File: config.mk
export PLATFORM = sky130hd
export DESIGN_NAME = stlb_miss_arbiter
export DESIGN_NICKNAME = d
export VERILOG_FILES = /design/src/rtl/stlb_miss_arbiter.sv
export SDC_FILE = /design/constraint.sdc
export NUM_CORES = 1
export LEC_CHECK = 0
export ABC_AREA = 1
export CORE_MARGIN = 10
export CORE_UTILIZATION = 40
export DETAILED_ROUTE_END_ITERATION = 10
export PLACE_DENSITY = 0.87
export SLEW_MARGIN = 20
export SYNTH_ARGS = -nofsm -noshare
export SYNTH_HDL_FRONTEND = slang
export SYNTH_SLANG_ARGS = --single-unit
File: constraint.sdc
create_clock -name clk_i -period 4.5 [get_ports clk_i]
set_clock_uncertainty 0.2 [all_clocks]
set_input_delay 0.45 -clock clk_i [delete_from_list [all_inputs] [get_ports clk_i]]
set_output_delay 0.45 -clock clk_i [all_outputs]
set_load 0.005 [all_outputs]
File: src/rtl/stlb_miss_arbiter.sv
// stlb_miss_arbiter
// -----------------
// Serialises ITLB and DTLB miss requests onto the single-ported shared TLB.
// Only one transaction is in flight at a time. A shared-TLB miss launches a
// page-table walk. The result goes back to whichever side issued the miss.
//
// Optional feature macro:
//   STLB_ARB_RR_EN  defined   -> round-robin arbitration between ITLB/DTLB
//                   undefined -> fixed priority, DTLB wins every tie
//
// Ports:
//   clk_i, rst_i                    clock, asynchronous active-high reset
//   itlb_req_i / itlb_vaddr_i       ITLB miss request (level) and address
//   itlb_gnt_o / itlb_rsp_valid_o   ITLB grant pulse / response pulse
//   dtlb_*                          same set for the DTLB
//   rsp_hit_o / rsp_err_o           response status, held between responses
//   asid_i                          current ASID, captured at grant
//   lu_req_o/lu_vaddr_o/lu_asid_o   shared-TLB lookup strobe and operands
//   lu_valid_i / lu_hit_i           shared-TLB lookup result
//   ptw_req_o/ptw_vaddr_o/
//   ptw_is_instr_o                  page-table walk request
//   ptw_busy_i                      PTW cannot accept this cycle
//   ptw_done_i / ptw_err_i          walk completion pulse and fault flag
//   flush_i                         sfence.vma flush
//   busy_o                          a transaction is in progress
module stlb_miss_arbiter #(
  parameter int VADDR_W = 32,
  parameter int ASID_W  = 9
) (
  input  logic               clk_i,
  input  logic               rst_i,
  input  logic               itlb_req_i,
  input  logic [VADDR_W-1:0] itlb_vaddr_i,
  output logic               itlb_gnt_o,
  output logic               itlb_rsp_valid_o,
  input  logic               dtlb_req_i,
  input  logic [VADDR_W-1:0] dtlb_vaddr_i,
  output logic               dtlb_gnt_o,
  output logic               dtlb_rsp_valid_o,
  output logic               rsp_hit_o,
  output logic               rsp_err_o,
  input  logic [ASID_W-1:0]  asid_i,
  output logic               lu_req_o,
  output logic [VADDR_W-1:0] lu_vaddr_o,
  output logic [ASID_W-1:0]  lu_asid_o,
  input  logic               lu_valid_i,
  input  logic               lu_hit_i,
  output logic               ptw_req_o,
  output logic [VADDR_W-1:0] ptw_vaddr_o,
  output logic               ptw_is_instr_o,
  input  logic               ptw_busy_i,
  input  logic               ptw_done_i,
  input  logic               ptw_err_i,
  input  logic               flush_i,
  output logic               busy_o
);

  typedef enum logic [2:0] {
    S_IDLE      = 3'd0,
    S_LOOKUP    = 3'd1,
    S_WALK_REQ  = 3'd2,
    S_WALK_WAIT = 3'd3,
    S_RESPOND   = 3'd4
  } state_e;

  state_e             state_q, state_d;
  logic [VADDR_W-1:0] vaddr_q, vaddr_d;
  logic [ASID_W-1:0]  asid_q, asid_d;
  logic               src_instr_q, src_instr_d;   // 1: ITLB owns the transaction
  logic               hit_q, hit_d;
  logic               err_q, err_d;
  logic               drop_q, drop_d;             // flushed while a walk is in flight

  logic               grant_en;
  logic               pick_itlb;
  logic [VADDR_W-1:0] win_vaddr;

`ifdef STLB_ARB_RR_EN
  logic               prio_itlb_q, prio_itlb_d;   // 1: ITLB wins the next tie

  always_comb begin
    pick_itlb = itlb_req_i && (!dtlb_req_i || prio_itlb_q);
  end
`else
  always_comb begin
    pick_itlb = itlb_req_i && !dtlb_req_i;
  end
`endif

  // Grant is a Mealy output of the registered IDLE state. It is also gated
  // by rst_i so that every output reads 0 while reset is asserted.
  always_comb begin
    grant_en  = (state_q == S_IDLE) && (itlb_req_i || dtlb_req_i) && !flush_i && !rst_i;
    win_vaddr = pick_itlb ? itlb_vaddr_i : dtlb_vaddr_i;
  end

  always_comb begin
    itlb_gnt_o       = grant_en && pick_itlb;
    dtlb_gnt_o       = grant_en && !pick_itlb;
    lu_req_o         = grant_en;
    // The lookup operands come straight from the winner in the grant cycle.
    // After that, the captured copy is held for the rest of the transaction.
    lu_vaddr_o       = grant_en ? win_vaddr : vaddr_q;
    lu_asid_o        = grant_en ? asid_i : asid_q;
    // The request is withdrawn in a flush cycle so that a flushed walk is
    // never accepted by the PTW on the way out.
    ptw_req_o        = (state_q == S_WALK_REQ) && !flush_i;
    ptw_vaddr_o      = vaddr_q;
    ptw_is_instr_o   = src_instr_q;
    itlb_rsp_valid_o = (state_q == S_RESPOND) && src_instr_q;
    dtlb_rsp_valid_o = (state_q == S_RESPOND) && !src_instr_q;
    rsp_hit_o        = hit_q;
    rsp_err_o        = err_q;
    busy_o           = (state_q != S_IDLE);
  end

  always_comb begin
    state_d     = state_q;
    vaddr_d     = vaddr_q;
    asid_d      = asid_q;
    src_instr_d = src_instr_q;
    hit_d       = hit_q;
    err_d       = err_q;
    drop_d      = drop_q;
`ifdef STLB_ARB_RR_EN
    prio_itlb_d = prio_itlb_q;
`endif
    case (state_q)
      S_IDLE: begin
        if (grant_en) begin
          vaddr_d     = win_vaddr;
          asid_d      = asid_i;
          src_instr_d = pick_itlb;
          state_d     = S_LOOKUP;
`ifdef STLB_ARB_RR_EN
          // The pointer moves to the side that did not win this grant.
          prio_itlb_d = !pick_itlb;
`endif
        end
      end
      S_LOOKUP: begin
        if (flush_i) begin
          state_d = S_IDLE;
        end else if (lu_valid_i) begin
          if (lu_hit_i) begin
            hit_d   = 1'b1;
            err_d   = 1'b0;
            state_d = S_RESPOND;
          end else begin
            state_d = S_WALK_REQ;
          end
        end
      end
      S_WALK_REQ: begin
        if (flush_i) begin
          state_d = S_IDLE;
        end else if (!ptw_busy_i) begin
          state_d = S_WALK_WAIT;
        end
      end
      S_WALK_WAIT: begin
        if (flush_i) begin
          drop_d = 1'b1;
        end
        if (ptw_done_i) begin
          drop_d = 1'b0;
          // A flush arriving in the same cycle as done also drops the result.
          if (drop_q || flush_i) begin
            state_d = S_IDLE;
          end else begin
            hit_d   = !ptw_err_i;
            err_d   = ptw_err_i;
            state_d = S_RESPOND;
          end
        end
      end
      S_RESPOND: begin
        state_d = S_IDLE;
      end
      default: begin
        state_d = S_IDLE;
      end
    endcase
  end

  always_ff @(posedge clk_i or posedge rst_i) begin
    if (rst_i) begin
      state_q     <= S_IDLE;
      vaddr_q     <= '0;
      asid_q      <= '0;
      src_instr_q <= 1'b0;
      hit_q       <= 1'b0;
      err_q       <= 1'b0;
      drop_q      <= 1'b0;
`ifdef STLB_ARB_RR_EN
      prio_itlb_q <= 1'b0;
`endif
    end else begin
      state_q     <= state_d;
      vaddr_q     <= vaddr_d;
      asid_q      <= asid_d;
      src_instr_q <= src_instr_d;
      hit_q       <= hit_d;
      err_q       <= err_d;
      drop_q      <= drop_d;
`ifdef STLB_ARB_RR_EN
      prio_itlb_q <= prio_itlb_d;
`endif
    end
  end

endmodule

; Word-level counts from Yosys, hierarchy flattened
; Cells that the tools add are included.
[classes]
add_sub_neg = 0
mul = 0
div = 0
magnitude_cmp = 0
eq_ne = 12
shift = 0
muxes = 26
bitwise_logic = 0
n_reduce_logical = 25
[op_table]
columns = op, count
row1 = $mux 32, 2
row2 = $mux 3, 8
row3 = $mux 1, 12
row4 = $ne 2x2->1 const B, 6
row5 = $pmux 3 s4, 1
row6 = $logic_and 1x1->1, 9
row7 = $mux 9, 1
row8 = $eq 3x2->1 const B, 2
row9 = $logic_not 1->1, 6
row10 = $ne 3x3->1 const B, 2
row11 = $reduce_and 6->1, 1
row12 = $pmux 1 s2, 2
row13 = $reduce_and 2->1, 2
row14 = $reduce_and 4->1, 1
row15 = $reduce_bool 2->1, 2
row16 = $eq 3x1->1 const B, 1
row17 = $eq 3x3->1 const B, 1
row18 = $logic_not 3->1, 1
row19 = $reduce_bool 3->1, 1
row20 = $logic_or 1x1->1, 2
[totals]
reg_bits = 48
latch_bits = 0
ramBits = 0
rom_bits = 0
input_bits = 83
out_inout_bits = 83
wordCells = 70
memories = 0

; Longest topological paths before layout
[depth]
depth_word = 6
ltp_mapped = 9
ltp_nobuf = 8

; Worst setup path after synthesis
; Ideal clock, no wire load.
[synth_timing]
path_kind = input -> output
from = input port rst_i
to = output port lu_vaddr_o[12]
arrival_ps = 2372
required_ps = 3850
slack_ps = 1478
stages = 8
n_path_buf = 1
path_cell_list = inv_1 nand2_1 nor2_4 nand2_4 nor2_4 buf_4 nand2_1 nand3_1
[synth_between]
elab_chain_cells = 3
[synth_lines]
columns = item, line_no
row1 = start: declaration, 31  ; input logic rst_i,
row2 = $logic_not 1->1 (no line), n/a
row3 = $logic_and 1x1->1, 93  ; grant_en = (state_q == S_IDLE) && (itlb_req_i || dtlb_req_i) && !flush_i && !rst_i;
row4 = $mux 32, n/a
row5 = end: declaration, 44  ; output logic [VADDR_W-1:0] lu_vaddr_o,
; No other way between the ends.

; Worst setup path after layout
[layout_timing]
from = input port flush_i
to = output port lu_vaddr_o[15]
[layout_between]
elab_chain_cells = 4
[layout_lines]
columns = item, line_no
row1 = start: declaration, 54  ; input logic flush_i,
row2 = $logic_not 1->1, 93
row3 = $logic_and 1x1->1 (2 in series), 93
row4 = $mux 32, n/a
; No other way between the ends.

==> impl_metrics.env <==
export IMPL_outcome="finished, final reports clean"
export IMPL_syn_inst=351
export IMPL_cts_buffers=5
export IMPL_tightest_slew_ns=0.6575
export IMPL_required_ns=3.85
export IMPL_wl_per_cell_um=15.72
export IMPL_clock_latency_ns=0.30
export IMPL_yosysTopAreaCell="dfrtp_1"
export IMPL_yosys_top_cells_count="nand2_1 (191), dfrtp_1 (48), nand3_1 (29)"
export IMPL_dp_hpwl_um=7476
export IMPL_worstHoldStart="asid_q[1]$_DFFE_PP0N_"
export IMPL_nFillCells=499
export IMPL_place_congestion=0.8351
export IMPL_overflow=0
export IMPL_path_clk_slew_ns=0.08
export IMPL_die_h_um=100.5
export IMPL_max_slew_margin_pct=56.10
export IMPL_numClockSinks=48
export IMPL_min_period_ns=3.673
export IMPL_finalHoldViolations=0
export IMPL_timing_fmax_ghz=0.2723
export IMPL_grt_max_degree=49
export IMPL_io_pins=166
export IMPL_postRouteWirelength_um=9277
export IMPL_cts_setup_buffers=0
export IMPL_ant_nets=0
export IMPL_tritoncts="done"
export IMPL_synth_most_common_cell="nand2_1"
export IMPL_htreeDepth=2
export IMPL_cp_startpoint="flush_i"
export IMPL_yosys_area_top_type_share_pct=46.38
export IMPL_drt_initial_drc_count=121
export IMPL_drv_cap=0
export IMPL_dieArea_um2=10090
export IMPL_core_area_um2=6314
export IMPL_synth_edf_count=0
export IMPL_synth_seq_cells=48
export IMPL_cp_max_fo=45
export IMPL_syn_nets=434
export IMPL_fp_row_count=29
export IMPL_cts_resized=0
export IMPL_drt_pass1_iter_count=4
export IMPL_grt_pass1_wl_um=14510
export IMPL_crit_path_end_kind="primary output"
export IMPL_first_global_vias=2977
export IMPL_globalRouteTotalUtil_pct=17.74
export IMPL_cts_root_buf="clkbuf_8"
export IMPL_cp_start_kind="input pin"
export IMPL_slew_violations=0
export IMPL_ir_worst_vdd_v=0.0003050
export IMPL_async_flop_share_pct=100.0
export IMPL_rsz0062_at_grt="false"
export IMPL_utilization_pct=69.72
export IMPL_rr_startpoint="state_q[1]$_DFFE_PP0P_"
export IMPL_detail_route_vias_per_cell=4.786
export IMPL_arrival_ns=3.02
export IMPL_power_density_nw_per_um2=559.8
export IMPL_synth_top_cells_by_area="dfrtp_1 (46%), nand2_1 (28%), nand3_1 (5.6%)"
export IMPL_syn2layout_area_growth_pct=69.95
export IMPL_ctsHoldBuffers=0
export IMPL_initial_utilization_pct=41.02
export IMPL_n_antenna_cell=0
export IMPL_clk_path_buf_depth=2
export IMPL_antenna_found_initial=0
export IMPL_setup_viol=0
export IMPL_leakagePower_uw=0.002221
export IMPL_tns_ns=0
export IMPL_yosysWarnings=0
export IMPL_dieWidth_um=100.5
export IMPL_synth_cell_area_um2=2590
export IMPL_ys_seq_area_share_pct=46.38
export IMPL_drc=0
export IMPL_period_share_pct=81.61
export IMPL_syn_area_per_cell_um2=7.379
export IMPL_drive_above_1_share_pct=8.577
export IMPL_hold_path_class="reg -> reg"
export IMPL_crit_type="in -> out"
export IMPL_yosysUniqueCellTypes=22
export IMPL_vias=2824
export IMPL_synth_flop_cell="dfrtp_1"
export IMPL_io_buffer_count=165
export IMPL_final_nets=595
-- area by class of cell --
class	instances	area, µm²	area share (%)
Inverter	19	71.32	1.620
Multi-Input combinational cell	270	1232	28.00
Timing Repair Buffer	168	1674	38.03
Sequential cell	48	1201	27.29
Tap cell	77	96.34	2.189
Clock inverter	1	30.03	0.6822
Clock buffer	7	96.34	2.189
-- registers in the layout, summed over array words and instances (netlist names) --
register / count
rsp_err_o: 1
state_q: 3
ptw_vaddr_o: 32
drop_q: 1
asid_q: 9
ptw_is_instr_o: 1
rsp_hit_o: 1
-- layout by cell type (no fill, tap or decap), drive strengths merged, types with 3 or more instances in the layout --
| master | Yosys | final |
|---|---|---|
| o211ai | 13 | 13 |
| buf | 13 | 3 |
| or2 | 13 | 13 |
| nor2 | 17 | 17 |
| inv | 19 | 19 |
| clkdlybuf4s50 | 0 | 165 |
| nand3 | 29 | 29 |
| nand2 | 192 | 192 |
| dfrtp | 48 | 48 |
| clkbuf | 1 | 7 |
-- power by group --
part	internal (µW)	switching [µW]	leakage, µW
combinational	824	564	0.00156
sequential	628	112	0.000601
clock	196	140	0.0000645
total	1650	816	0.00222
-- cells by family after synthesis --
family,Yosys count,share of synthesized area [%]
flip-flops,48,46.38
AO/OA/AOI/OAI,17,6.956
AND/OR/NAND/NOR,253,40.63
buffers and inverters,33,6.039
-- layer usage --
layer / vias to the layer above / part of all wire [%] / global-route usage [%]
met5: - / 0 / 0
met3: 10 / 12 / 9.396
met4: 0 / 1.4 / 4.891
met2: 127 / 51 / 31.75
li1: 1411 / - / -
met1: 1276 / 35 / 17.39
-- critical path: stages --
cell and delay, ns:
clkdlybuf4s50_1 0.49, inv_2 0.11, nand2_1 0.08, nor2_4 0.12, nand2_4 0.31, inv_2 0.63, o211ai_1 0.21, nand2_1 0.10
clkdlybuf4s50_1 0.50
-- worst paths after layout --
check / endpoint / cells past startpoint / slack (ns)
min: asid_q[1]$_DFFE_PP0N_ / 2 / 0.28
min reg2reg: asid_q[1]$_DFFE_PP0N_ / 2 / 0.28
max in group asynchronous: asid_q[2]$_DFFE_PP0N_ / 3 / 3.22
min in group asynchronous: drop_q$_DFFE_PP0P_ / 3 / 0.47
max: lu_vaddr_o[15] / 9 / 0.83
max reg2reg: ptw_vaddr_o[17]$_DFFE_PP0N_ / 7 / 2.24
-- through the flow --
step | cells | total power (µW) | instance area (µm²) | hold WS, ns | worst slack, ns
global placement | 582 | 2121 | 4275 | 0.2575 | 0.8362
floorplan | 351 | 1230 | 2590 | 0.2436 | 1.478
global route | 590 | 2653 | 4402 | 0.3042 | 0.6116
detailed placement | 582 | 2153 | 4275 | 0.2613 | 0.8082
CTS | 590 | 2499 | 4402 | 0.2837 | 0.8046
finish | 590 | 2464 | 4402 | 0.2785 | 0.8275
(Power assumes the default switching activity.)
